--- src/rtl/skinny_masked_pkg.sv ---
// Constants and helpers for the two-share masked SKINNY inverse S-box.
// The unmasked helpers describe the datapath layers and check them against the table.
package skinny_masked_pkg;

    localparam int SHARE_W    = 4;
    localparam int NUM_LAYERS = 4;

    typedef logic [SHARE_W-1:0] nib_t;

    // Inverse S-box, entry v in bits [4v+3:4v].
    localparam logic [63:0] INV_SBOX = 64'hfdb0_7529_e1ac_8643;

    // Every layer does x0 ^= NOR(x3, x2); only the trailing permutation differs.
    // Each permutation byte holds, per output bit i, the 2-bit source index in [2i+1:2i].
    // Layers 0..2 rotate right by one bit, and layer 3 is the identity.
    localparam int          LAYER_J    = 0;
    localparam int          LAYER_P    = 3;
    localparam int          LAYER_Q    = 2;
    localparam logic [31:0] LAYER_PERM = 32'he4_39_39_39;

    function automatic nib_t permute(input nib_t x, input int layer);
        nib_t y;
        for (int i = 0; i < SHARE_W; i++)
            y[i] = x[LAYER_PERM[8*layer + 2*i +: 2]];
        return y;
    endfunction

    // Completes one layer on a single share, once that share's AND output is known.
    function automatic nib_t finish_layer(input nib_t s, input logic z, input int layer);
        nib_t t;
        t = s;
        t[LAYER_J] = t[LAYER_J] ^ z;
        return permute(t, layer);
    endfunction

    function automatic nib_t inv_sbox_unmasked(input nib_t x);
        nib_t t;
        t = x;
        for (int l = 0; l < NUM_LAYERS; l++) begin
            t[LAYER_J] = t[LAYER_J] ^ ~(t[LAYER_P] | t[LAYER_Q]);
            t = permute(t, l);
        end
        return t;
    endfunction

endpackage

--- src/rtl/skinny_dom_and.sv ---
// Two-share domain-oriented AND gate with a registered output.
// Cross-domain terms are refreshed with one random bit before they are registered.
module skinny_dom_and (
    input  logic clk,
    input  logic rst,
    input  logic en,
    input  logic a0,
    input  logic a1,
    input  logic b0,
    input  logic b1,
    input  logic r,
    output logic z0,
    output logic z1
);

    logic inner0_q;
    logic inner1_q;
    logic cross0_q;
    logic cross1_q;

    // Terms are held separately so the two domains only merge after the register.
    always_ff @(posedge clk) begin
        if (rst) begin
            inner0_q <= 1'b0;
            inner1_q <= 1'b0;
            cross0_q <= 1'b0;
            cross1_q <= 1'b0;
        end else if (en) begin
            inner0_q <= a0 & b0;
            cross0_q <= (a0 & b1) ^ r;
            cross1_q <= (a1 & b0) ^ r;
            inner1_q <= a1 & b1;
        end
    end

    assign z0 = inner0_q ^ cross0_q;
    assign z1 = inner1_q ^ cross1_q;

endmodule

--- src/rtl/skinny_inv_sbox_masked.sv ---
// Four-stage masked SKINNY inverse S-box pipeline with valid/ready backpressure.
// There is one NOR-XOR layer per stage, and an output register is added when OUT_REG=1.
module skinny_inv_sbox_masked
    import skinny_masked_pkg::*;
#(
    parameter int OUT_REG = 0,
    parameter int RND_W   = 4
) (
    input  logic             clk,
    input  logic             rst,
    input  logic             in_valid,
    output logic             in_ready,
    input  logic [3:0]       in_sh0,
    input  logic [3:0]       in_sh1,
    input  logic [RND_W-1:0] rnd,
    output logic             out_valid,
    input  logic             out_ready,
    output logic [3:0]       out_sh0,
    output logic [3:0]       out_sh1
);

    if (RND_W != NUM_LAYERS) begin : g_bad_rnd_w
        $error("skinny_inv_sbox_masked: RND_W must be 4");
    end

    for (genvar v = 0; v < 16; v++) begin : g_table_check
        if (inv_sbox_unmasked(nib_t'(v)) != INV_SBOX[4*v +: 4]) begin : g_bad_layers
            $error("skinny_inv_sbox_masked: layer constants do not compose to the inverse S-box");
        end
    end

    logic [NUM_LAYERS-1:0] vld;
    logic [NUM_LAYERS-1:0] v_in;
    logic [NUM_LAYERS-1:0] ld;
    logic [NUM_LAYERS-1:0] en;
    logic [NUM_LAYERS-1:0] r_use;
    logic [NUM_LAYERS-1:0] z0;
    logic [NUM_LAYERS-1:0] z1;
    logic                  adv_out;

    nib_t [NUM_LAYERS:0]   s0_in;
    nib_t [NUM_LAYERS:0]   s1_in;
    nib_t [NUM_LAYERS-1:0] sh0_q;
    nib_t [NUM_LAYERS-1:0] sh1_q;

    logic [2:0] rnd_q0;
    logic [1:0] rnd_q1;
    logic       rnd_q2;

    assign v_in     = {vld[NUM_LAYERS-2:0], in_valid};
    assign s0_in[0] = in_sh0;
    assign s1_in[0] = in_sh1;
    assign r_use    = {rnd_q2, rnd_q1[0], rnd_q0[0], rnd[0]};

    // A stage may load if it or any later stage has room; this ready chain is fully combinational.
    for (genvar k = 0; k < NUM_LAYERS; k++) begin : g_ready
        assign ld[k] = adv_out || !(&vld[NUM_LAYERS-1:k]);
    end

    assign en       = ld & v_in;
    assign in_ready = ld[0];

    always_ff @(posedge clk) begin
        if (rst) begin
            vld   <= '0;
            sh0_q <= '0;
            sh1_q <= '0;
        end else begin
            for (int k = 0; k < NUM_LAYERS; k++) begin
                if (ld[k])
                    vld[k] <= v_in[k];
                if (en[k]) begin
                    sh0_q[k] <= s0_in[k];
                    sh1_q[k] <= s1_in[k];
                end
            end
        end
    end

    // Unused random bits ride along with their item and shrink by one bit per stage.
    always_ff @(posedge clk) begin
        if (rst) begin
            rnd_q0 <= '0;
            rnd_q1 <= '0;
            rnd_q2 <= 1'b0;
        end else begin
            if (en[0])
                rnd_q0 <= rnd[3:1];
            if (en[1])
                rnd_q1 <= rnd_q0[2:1];
            if (en[2])
                rnd_q2 <= rnd_q1[1];
        end
    end

    // NOR(x3, x2) = ~x3 & ~x2, and the complement is applied to share 0 only.
    for (genvar k = 0; k < NUM_LAYERS; k++) begin : g_layer
        skinny_dom_and u_dom_and (
            .clk (clk),
            .rst (rst),
            .en  (en[k]),
            .a0  (~s0_in[k][LAYER_P]),
            .a1  (s1_in[k][LAYER_P]),
            .b0  (~s0_in[k][LAYER_Q]),
            .b1  (s1_in[k][LAYER_Q]),
            .r   (r_use[k]),
            .z0  (z0[k]),
            .z1  (z1[k])
        );

        assign s0_in[k+1] = finish_layer(sh0_q[k], z0[k], k);
        assign s1_in[k+1] = finish_layer(sh1_q[k], z1[k], k);
    end

    if (OUT_REG != 0) begin : g_out_reg
        logic ov_q;
        nib_t o0_q;
        nib_t o1_q;

        assign adv_out = !ov_q || out_ready;

        always_ff @(posedge clk) begin
            if (rst) begin
                ov_q <= 1'b0;
                o0_q <= '0;
                o1_q <= '0;
            end else begin
                if (adv_out)
                    ov_q <= vld[NUM_LAYERS-1];
                if (adv_out && vld[NUM_LAYERS-1]) begin
                    o0_q <= s0_in[NUM_LAYERS];
                    o1_q <= s1_in[NUM_LAYERS];
                end
            end
        end

        assign out_valid = ov_q;
        assign out_sh0   = o0_q;
        assign out_sh1   = o1_q;
    end else begin : g_out_comb
        assign adv_out   = out_ready;
        assign out_valid = vld[NUM_LAYERS-1];
        assign out_sh0   = s0_in[NUM_LAYERS];
        assign out_sh1   = s1_in[NUM_LAYERS];
    end

endmodule

--- config.mk ---
export PLATFORM = sky130hd
export DESIGN_NAME = skinny_inv_sbox_masked
export DESIGN_NICKNAME = d
export VERILOG_FILES = /design/src/rtl/skinny_masked_pkg.sv /design/src/rtl/skinny_dom_and.sv /design/src/rtl/skinny_inv_sbox_masked.sv
export SDC_FILE = /design/constraint.sdc
export NUM_CORES = 1
export LEC_CHECK = 0
export CAP_MARGIN = 20
export CORE_ASPECT_RATIO = 1.5
export CORE_MARGIN = 10
export CORE_UTILIZATION = 50
export DETAILED_ROUTE_END_ITERATION = 10
export GPL_TIMING_DRIVEN = 0
export HOLD_SLACK_MARGIN = 0.02
export PLACE_DENSITY = 0.72
export SKIP_CTS_REPAIR_TIMING = 1
export SLEW_MARGIN = 20
export SYNTH_ARGS = -nofsm -noshare
export SYNTH_HDL_FRONTEND = slang
export SYNTH_SLANG_ARGS = --single-unit
export TNS_END_PERCENT = 100
--- constraint.sdc ---
create_clock -name clk -period 2.14 [get_ports clk]
set_input_delay 0.428 -clock clk [delete_from_list [all_inputs] [get_ports clk]]
set_output_delay 0.428 -clock clk [all_outputs]
set_load 0.05 [all_outputs]
==> results.sh <==
export IMPL_clk_pin_slew_ns=0.06
export IMPL_grt_start_max_net_pins=11
export IMPL_final_layout_size_suffix_gt1_frac=0.127
export IMPL_antenna_found_initial=0
export IMPL_yosysWarnings=0
export IMPL_top_level_ports=26
export IMPL_ys_ff_latch=58
export IMPL_slew_headroom=0.575
export IMPL_timing_fmax_mhz=483
export IMPL_rr_worst_depth=4
export IMPL_period_minus_slack_ns=2.07
export IMPL_ctsHtreeMaxLevel=3
export IMPL_critPathCapture="in_ready"
export IMPL_r2r_end="g_layer[1].u_dom_and.cross1_q"
export IMPL_wl_per_cell_um=12.6
export IMPL_place_congestion=0.770
export IMPL_first_iter_violations=108
export IMPL_final_max_slew_viol_count=0
export IMPL_cts_buffers=9
export IMPL_rows=31
export IMPL_peakVddDrop_mv=0.501
export IMPL_die_area_sq_um=8110
export IMPL_worstSetupPathType="in -> out"
export IMPL_drc=0
export IMPL_diodes=0
export IMPL_grt_overflow=0
export IMPL_grt_total_usage=0.129
export IMPL_synth_edf_count=0
export IMPL_vias=1890
export IMPL_start_util=0.510
export IMPL_met1_length_mm=1.97
export IMPL_cts_buffer_depth=2
export IMPL_clk_latency_ns=0.33
export IMPL_grt_setup_unrepaired="false"
export IMPL_final_setup_tns_ns=0
export IMPL_yosysUniqueCellTypes=25
export IMPL_start_kind="input pin"
export IMPL_route_met3_wl_um=219
export IMPL_final_hold_violation_count=0
export IMPL_hold_start="s0_in[9]"
export IMPL_finalHoldWorstSlack_ns=0.451
export IMPL_yosysTopAreaCell="dfxtp_1"
export IMPL_syn_inst=285
export IMPL_finalInstanceArea_sq_um=2950
export IMPL_clkSinkCount=58
export IMPL_hold_class="reg -> reg"
export IMPL_io_buffers=24
export IMPL_tightest_slew_ns=0.637
export IMPL_cts_root_buf="clkbuf_8"
export IMPL_synth_avg_cell_area_sq_um=8.53
export IMPL_setup_violations_final=0
export IMPL_end_kind="output pin"
export IMPL_finalNetCount=336
export IMPL_grt_pass1_wl_mm=8.54
export IMPL_yosys_most_used_dff="dfxtp_1"
export IMPL_worstPathMaxFanout=4
export IMPL_netlist_area_sq_um=2430
export IMPL_synth_area_leaders="dfxtp_1 48%, nand2_1 14%, a21oi_1 10%, xnor2_1 4.3%, xor3_2 3.1%"
export IMPL_power_mw=2.33
export IMPL_wl_mm=4.91
export IMPL_power_density_nw_per_um2=791
export IMPL_required_ns=1.71
export IMPL_vias_per_cell=4.85
export IMPL_synth_seq_area_share=0.478
export IMPL_fin_crit_sh=0.967
export IMPL_coreArea_sq_um=4770
export IMPL_synth_top_cell_area_share=0.478
export IMPL_p_leak_nw=1.08
export IMPL_grt_pass1_vias=1871
export IMPL_area_growth_pct=21.2
export IMPL_r2r_slack_ns=0.68
export IMPL_dpl_cell_area_sq_um=2750
export IMPL_hpwl_mm=3.69
export IMPL_cts_tree="yes"
export IMPL_ant_nets=0
export IMPL_cp_arrival_ns=1.64
export IMPL_dieHeight_um=105
export IMPL_ys_async_sr_fraction=0
export IMPL_skew_ns=0.00572
export IMPL_status="finished, final reports clean"
export IMPL_crit_start="out_ready"
export IMPL_timing_rr_start="sh1_q[0]"
export IMPL_drv_cap=0
export IMPL_top_layer="met4"
export IMPL_drt_pass1_iterations=4
export IMPL_dr_wl_met2_mm=2.64
export IMPL_syn_num_nets=301
export IMPL_fp_dieW_um=76.9
## cells in the final DEF, fill, tap and decap left out, drive strengths merged
cell type,Yosys,layout
nor2b,2,2
xnor2,12,12
bufinv,0,1
and4b,1,1
o21ai,1,1
clkbuf,8,20
or3,4,4
xor3,6,6
dfxtp,58,58
inv,6,6
nor2,13,13
clkdlybuf4s50,0,21
and2,2,2
dlymetal6s2s,0,3
nand3b,1,1
nand2b,1,1
nand3,4,4
clkinv,0,2
a211oi,8,8
buf,15,15
a21boi,1,1
and2b,3,3
a21oi,50,50
nand2,88,88
nand4b,1,1
## flip-flops by register name, summed over array words and instances, names as in the netlist
register and cells:
g_layer.u_dom_and.inner0_q 4, g_layer.u_dom_and.cross0_q 4, s0_in 9, rnd_q1 2
rnd_q0 3, out_sh0 3, sh1_q 4, out_sh1 3
vld 4, g_layer.u_dom_and.cross1_q 4, g_layer.u_dom_and.inner1_q 4, s1_in 9
sh0_q 4, rnd_q2 1
## per-layer routing
layer	vias up	global-route usage
met5	-	0
met1	851	0.134
met4	0	0.0560
met3	9	0.0425
li1	995	-
met2	35	0.231
## how the worst min path moves through the flow
stage	to	slack, ns	cells past startpoint
2_1_floorplan	out_sh0[1]	0.43	2
3_3_place_gp	sh1_q[8]	0.44	2
3_5_place_dp	sh1_q[8]	0.44	2
4_1_cts	sh1_q[8]	0.45	2
5_1_grt	s1_in[9]	0.47	2
6_report	s0_in[12]	0.45	2
## cell type report
type,count,area [sq um]
fillers,443,1820
flip-flops and latches,58,1160
multi-input cells,198,1120
repair buffers,24,248
clock buffers,12,145
plain buffers,23,125
well taps,66,82.6
clock inverters,3,40.0
inverters,6,22.5
## cells in the mapped netlist (all sizes together) (4+ instances only)
cell and count:
buf 15, xor3 6, nand2 88, or3 4, nand3 4, nor2 13
clkbuf 8, a211oi 8, dfxtp 58, a21oi 50, inv 6, xnor2 12
## critical path, cell delays in order
cell	delay [ns]
clkdlybuf4s50_1	0.50
and4b_4	0.24
nand2_1	0.06
dlymetal6s2s_1	0.41
## metrics by stage
step / instances / setup slack (ns) / utilization
floorplan: 285 / 0.398 / -
global placement: 375 / -0.310 / 0.577
detailed placement: 375 / -0.331 / 0.577
CTS: 390 / -0.335 / 0.616
global route: 390 / 0.0111 / 0.618
finish: 390 / 0.0704 / 0.618
## power by group
part | switching, mW | internal, mW
combinational | 0.116 | 0.106
sequential | 0.0259 | 1.12
clock | 0.407 | 0.560
## logic make-up (layout without fill, tap and decap cells)
kind of cell              Yosys count  count (layout)  share of synthesized area
xor gates and xnor gates           18              18                      0.103
DFF                                58              58                      0.478
and+or+nand+nor                   120             120                      0.213
buffers and inverters              29              68                     0.0607
AOI/OAI and AO/OA                  60              60                      0.145
Note: power is estimated with default switching activity, not from simulation.
==> RTL edit 1, RTL diff (config.mk and constraints unchanged) <==
`OUT_REG`: 0 -> 1.
--- a/src/rtl/skinny_inv_sbox_masked.sv
+++ b/src/rtl/skinny_inv_sbox_masked.sv
@@ -4,5 +4,5 @@
     import skinny_masked_pkg::*;
 #(
-    parameter int OUT_REG = 0,
+    parameter int OUT_REG = 1,
     parameter int RND_W   = 4
 ) (
Behaviour: not the same (Yosys sat finds a counterexample within 10 cycles, from zero or initial values and one cycle with rst high).
==> RTL edit 1 against the original RTL <==
- worst hold slack worse by 0.0019 ns
- final area up 8.2%
- clock skew down 0.0014 ns
- setup slack worse by 0.012 ns
- sequential cell count up 9
- wire length up 10%
- register-to-register slack worse by 0.04 ns
- die area up 8.9%
- area after synthesis up 12%
- first-iteration DRC count up 1.9%
- sequential share of layout area up 2.7 points
- total power up 1.7%
- critical path type unchanged
- largest power group unchanged
==> RTL edit 1: results (changes against the original RTL) <==
* Area contributors post-synth: dfxtp_1, nand2_1, a21oi_1 (unchanged)
* Layout fillers at 500 (was 443)
* Distinct cell type count after synthesis at 28 (was 25)
* Port bufs at 24 (unchanged)
* Max incr delay on CP at 0.48 ns (was 0.50 ns)
* Layout cells sized above 1 at 9.275% (was 12.65%)
* XOR/XNOR Fraction of Synth Area at 9.133% (was 10.34%)
* GP Congestion at 0.8144 (was 0.7696)
* Reg2reg setup slack at 0.64 ns (was 0.68 ns)
* Initial antenna violation count at 0 (unchanged)
* Drt total wl at 5402 um (was 4912 um)
* Post-synthesis compound-gate area fraction at 14.53% (was 14.51%)
* Reg-to-reg endpoint: s0_in[6] (was g_layer[1].u_dom_and.cross1_q)
* Antenna Cells at 0 (unchanged)
* Final hold slack at 0.4486 ns (was 0.4505 ns)
* Leak at 1.177 nW (was 1.082 nW)
* Max VDD drop at 0.0005458 V (was 0.0005013 V)
* First-pass GRT wire length at 9190 um (was 8535 um)
* Crit path max fanout at 5 (was 4)
* Post-synth top cells: nand2_1, dfxtp_1, a21oi_1 (unchanged)
* Drt initial violations at 110 (was 108)
* HPWL after DPL at 4120 um (was 3686 um)
* Sequential fraction of the synthesis area at 49.45% (was 47.76%)
* Layout Cells excl Fill at 413 (was 390)
* GR Util met2 at 24.63% (was 23.10%)
* Status: finished, final reports clean (unchanged)
* Switch share at 23.25% (was 23.58%)
* Inst Count DP at 399 (was 375)
* Mux share of post-synthesis cell area at 2.952% (was 0%)
* DR WL met2 at 2895 um (was 2635 um)
* DP Area at 3038 sq um (was 2754 sq um)
* Slack of the critical path at 0.05878 ns (was 0.07043 ns)
* Synthesized instance count at 307 (was 285)
* DP Worst Slack at -0.4690 ns (was -0.3314 ns)
* Final Skew at 0.004275 ns (was 0.005719 ns)
* Vias in the first global route at 2013 (was 1871)
* Root buffer cell: clkbuf_8 (unchanged)
* First-pass DRT Iterations at 4 (unchanged)
* Synth Flop Type: dfxtp_1 (unchanged)
* M1 wire length at 2179 um (was 1973 um)
* R2R cell count at 6 (was 4)
* Syn Nets at 323 (was 301)
* Vias/cell at 4.978 (was 4.846)
* Hold/Removal Path Class: reg2reg (unchanged)
* Multi-input gate area at 1261 sq um (was 1122 sq um)
* # nets final at 359 (was 336)
* R2r startpoint: out_valid (was sh1_q[0])
* Hold Path End: sh1_q[8] (was s0_in[12])
* Hold Path Cell Cnt at 2 (unchanged)
* CP max-delay cell: clkdlybuf4s50_1 (unchanged)
* Met3 GRT Util at 4.376% (was 4.252%)
* Global Route Usage Sum at 13.47% (was 12.92%)
* Worst slew margin at 60.20% (was 57.54%)
* Hold path startpoint: s1_in[8] (was s0_in[9])
* Met1 global-route usage at 13.46% (was 13.39%)
* TritonCTS Buffers at 9 (unchanged)
==> RTL edit 1: cell types whose count changed after synthesis, moves of 7 or more <==
cell | unedited run | this run
nor2_1 | 9 | 21
dfxtp_1 | 58 | 67
mux2i_1 | 0 | 8
buf_4 | 8 | 1
==> RTL edit 1: area by class of cell <==
type,instances,area share (%)
multi-input combinational,217,39.54
timing repair buffer,25,7.611
buffer,15,2.511
inverter,8,0.9415
sequential,67,42.06
tap,68,2.668
clock buffer,13,4.669
==> RTL edit 1: power groups by stage <==
stage               logic (mW)  clock network, mW  registers (mW)
finish                   0.212              0.848            1.31
floorplan                0.147                  0            1.33
global route             0.235              0.919            1.32
detailed placement       0.213                  0            1.34
global placement         0.209                  0            1.34
CTS                      0.215              0.871            1.31
==> RTL edit 1: cell families after synthesis <==
family | count (synthesis)
AOI/OAI and AO/OA | 64
xor gates and xnor gates | 18
DFF | 67
buffers and inverters | 23
muxes | 8
and+or+nand+nor | 127
==> RTL edit 2, RTL diff (config.mk and constraints unchanged) <==
Made on the original files. Make the reset (`rst`) asynchronous in 4 clocked blocks.
--- a/src/rtl/skinny_dom_and.sv
+++ b/src/rtl/skinny_dom_and.sv
@@ -20,5 +20,5 @@
 
     // Terms are held separately so the two domains only merge after the register.
-    always_ff @(posedge clk) begin
+    always_ff @(posedge clk or posedge rst) begin
         if (rst) begin
             inner0_q <= 1'b0;
--- a/src/rtl/skinny_inv_sbox_masked.sv
+++ b/src/rtl/skinny_inv_sbox_masked.sv
@@ -61,5 +61,5 @@
     assign in_ready = ld[0];
 
-    always_ff @(posedge clk) begin
+    always_ff @(posedge clk or posedge rst) begin
         if (rst) begin
             vld   <= '0;
@@ -79,5 +79,5 @@
 
     // Unused random bits ride along with their item and shrink by one bit per stage.
-    always_ff @(posedge clk) begin
+    always_ff @(posedge clk or posedge rst) begin
         if (rst) begin
             rnd_q0 <= '0;
@@ -120,5 +120,5 @@
         assign adv_out = !ov_q || out_ready;
 
-        always_ff @(posedge clk) begin
+        always_ff @(posedge clk or posedge rst) begin
             if (rst) begin
                 ov_q <= 1'b0;
Function: differs if rst is asserted again (counterexample within 10 cycles, from zero or initial values and one cycle with rst high); with rst held inactive, the same outputs for 10 cycles.
==> RTL edit 2 against the original RTL <==
- register-to-register slack lost 0.17 ns
- worst hold slack gained 0.044 ns
- final area increased by 8.4%
- wire length is 7.0% lower
- setup slack worse by 0.062 ns
- area after synthesis increased by 9.1%
- sequential cell count unchanged
- count of clock-buffer cells in the layout rose by 1
- non-clock buffer count shrank 9
- via count down 19%
- core utilization grew 0.54 points
- critical path type unchanged
- largest cell class unchanged
Power is not compared: it rests on default switching activity, and its combinational part moved more than twofold at a synthesized area within 25%.
==> RTL edit 2: results (changes against the original RTL) <==
* Status: finished, final reports clean (unchanged)
* Global Route Usage Sum at 12.04% (was 12.92%)
* Final hold slack at 0.4942 ns (was 0.4505 ns)
* Max incr delay on CP at 0.44 ns (was 0.50 ns)
* Worst setup path startpoint: out_ready (unchanged)
* Hold Path End: s1_in[12] (was s0_in[12])
* Hold Path Cell Cnt at 1 (was 2)
* FMAX at 469.0 MHz (was 483.2 MHz)
* Vias in the first global route at 1691 (was 1871)
* Hold/Removal Path Class: reg2reg (unchanged)
* Layout cells sized above 1 at 28.70% (was 12.65%)
* First-pass DRT Iterations at 2 (was 4)
* CP max-delay cell: clkdlybuf4s50_1 (unchanged)
* Layout fillers at 428 (was 443)
* GP Congestion at 0.7163 (was 0.7696)
* Largest net degree at the start of global routing at 59 (was 11)
* Hold path startpoint: s1_in[9] (was s0_in[9])
* Reg-to-reg endpoint: g_layer[0].u_dom_and.cross0_q (was g_layer[1].u_dom_and.cross1_q)
* Met3 GRT Util at 5.025% (was 4.252%)
* Mux share of post-synthesis cell area at 19.77% (was 0%)
* Maximum clock path buffer count at 2 (unchanged)
* Distinct cell type count after synthesis at 28 (was 25)
* Met1 global-route usage at 12.19% (was 13.39%)
* Vias/cell at 5.154 (was 4.846)
* Met3 WL post-DR at 258 um (was 219 um)
* Final Skew at 0.006091 ns (was 0.005719 ns)
* H-tree levels at 3 (unchanged)
* M1 wire length at 1884 um (was 1973 um)
* Post-synth top cells: dfrtp_1, mux2_2, mux2_4 (was nand2_1, dfxtp_1, a21oi_1)
* Worst Setup EP: in_ready (unchanged)
* Drt initial violations at 97 (was 108)
* Area contributors post-synth: dfrtp_1, mux2_4, mux2_2 (was dfxtp_1, nand2_1, a21oi_1)
* R2R cell count at 4 (unchanged)
* Crit path max fanout at 8 (was 4)
* DR WL met2 at 2318 um (was 2635 um)
* Syn Nets at 206 (was 301)
* XOR/XNOR Fraction of Synth Area at 7.220% (was 10.34%)
* First-pass GRT wire length at 8059 um (was 8535 um)
* Arrival @ worst endpoint at 1.70 ns (was 1.64 ns)
* DP Worst Slack at -0.4809 ns (was -0.3314 ns)
* GR Util met2 at 20.48% (was 23.10%)
* Wire per inst at 15.32 um (was 12.59 um)
* Port bufs at 25 (was 24)
* Fraction of registers with async set/reset at 100.0% (was 0%)
* # nets final at 242 (was 336)
* CP Class: in2out (unchanged)
* Post-synthesis compound-gate area fraction at 5.852% (was 14.51%)
* Sequential fraction of the synthesis area at 54.74% (was 47.76%)
* Worst slew margin at 52.84% (was 57.54%)
* Max VDD drop at 0.0007029 V
* P_sw at 1.583 mW
* Reg2reg setup slack at 0.51 ns (was 0.68 ns)
* HPWL after DPL at 3328 um (was 3686 um)
* R2r startpoint: vld[1] (was sh1_q[0])
* Post-synthesis adder-cell area fraction at 0% (unchanged)
## RTL edit 2: area by class of cell
cell class,count,share of cell area (%)
flip-flops and latches,58,45.45
clock inverters,2,1.097
repair buffers,25,7.837
plain buffers,13,3.409
clock buffers,13,5.290
well taps,68,2.665
multi-input cells,109,32.99
inverters,10,1.254
## RTL edit 2: kinds of logic after synthesis
| logic type | Yosys count |
|---|---|
| buf+inv | 23 |
| flops | 58 |
| xor+xnor | 12 |
| compound gates | 25 |
| mux | 42 |
| simple gates | 30 |
## RTL edit 2: critical path, delay by kind of cell
kind,cells,cell delay [ns]
AND/OR/NAND/NOR,2,0.61
buffers and inverters,2,0.66
## RTL edit 2: through the flow
stage	power [mW]	instances	cell area, sq um
global placement	3.586	283	2987
CTS	4.692	298	3193
global route	4.908	298	3193
finish	4.623	298	3193
detailed placement	3.638	283	2989
floorplan	3.133	190	2651
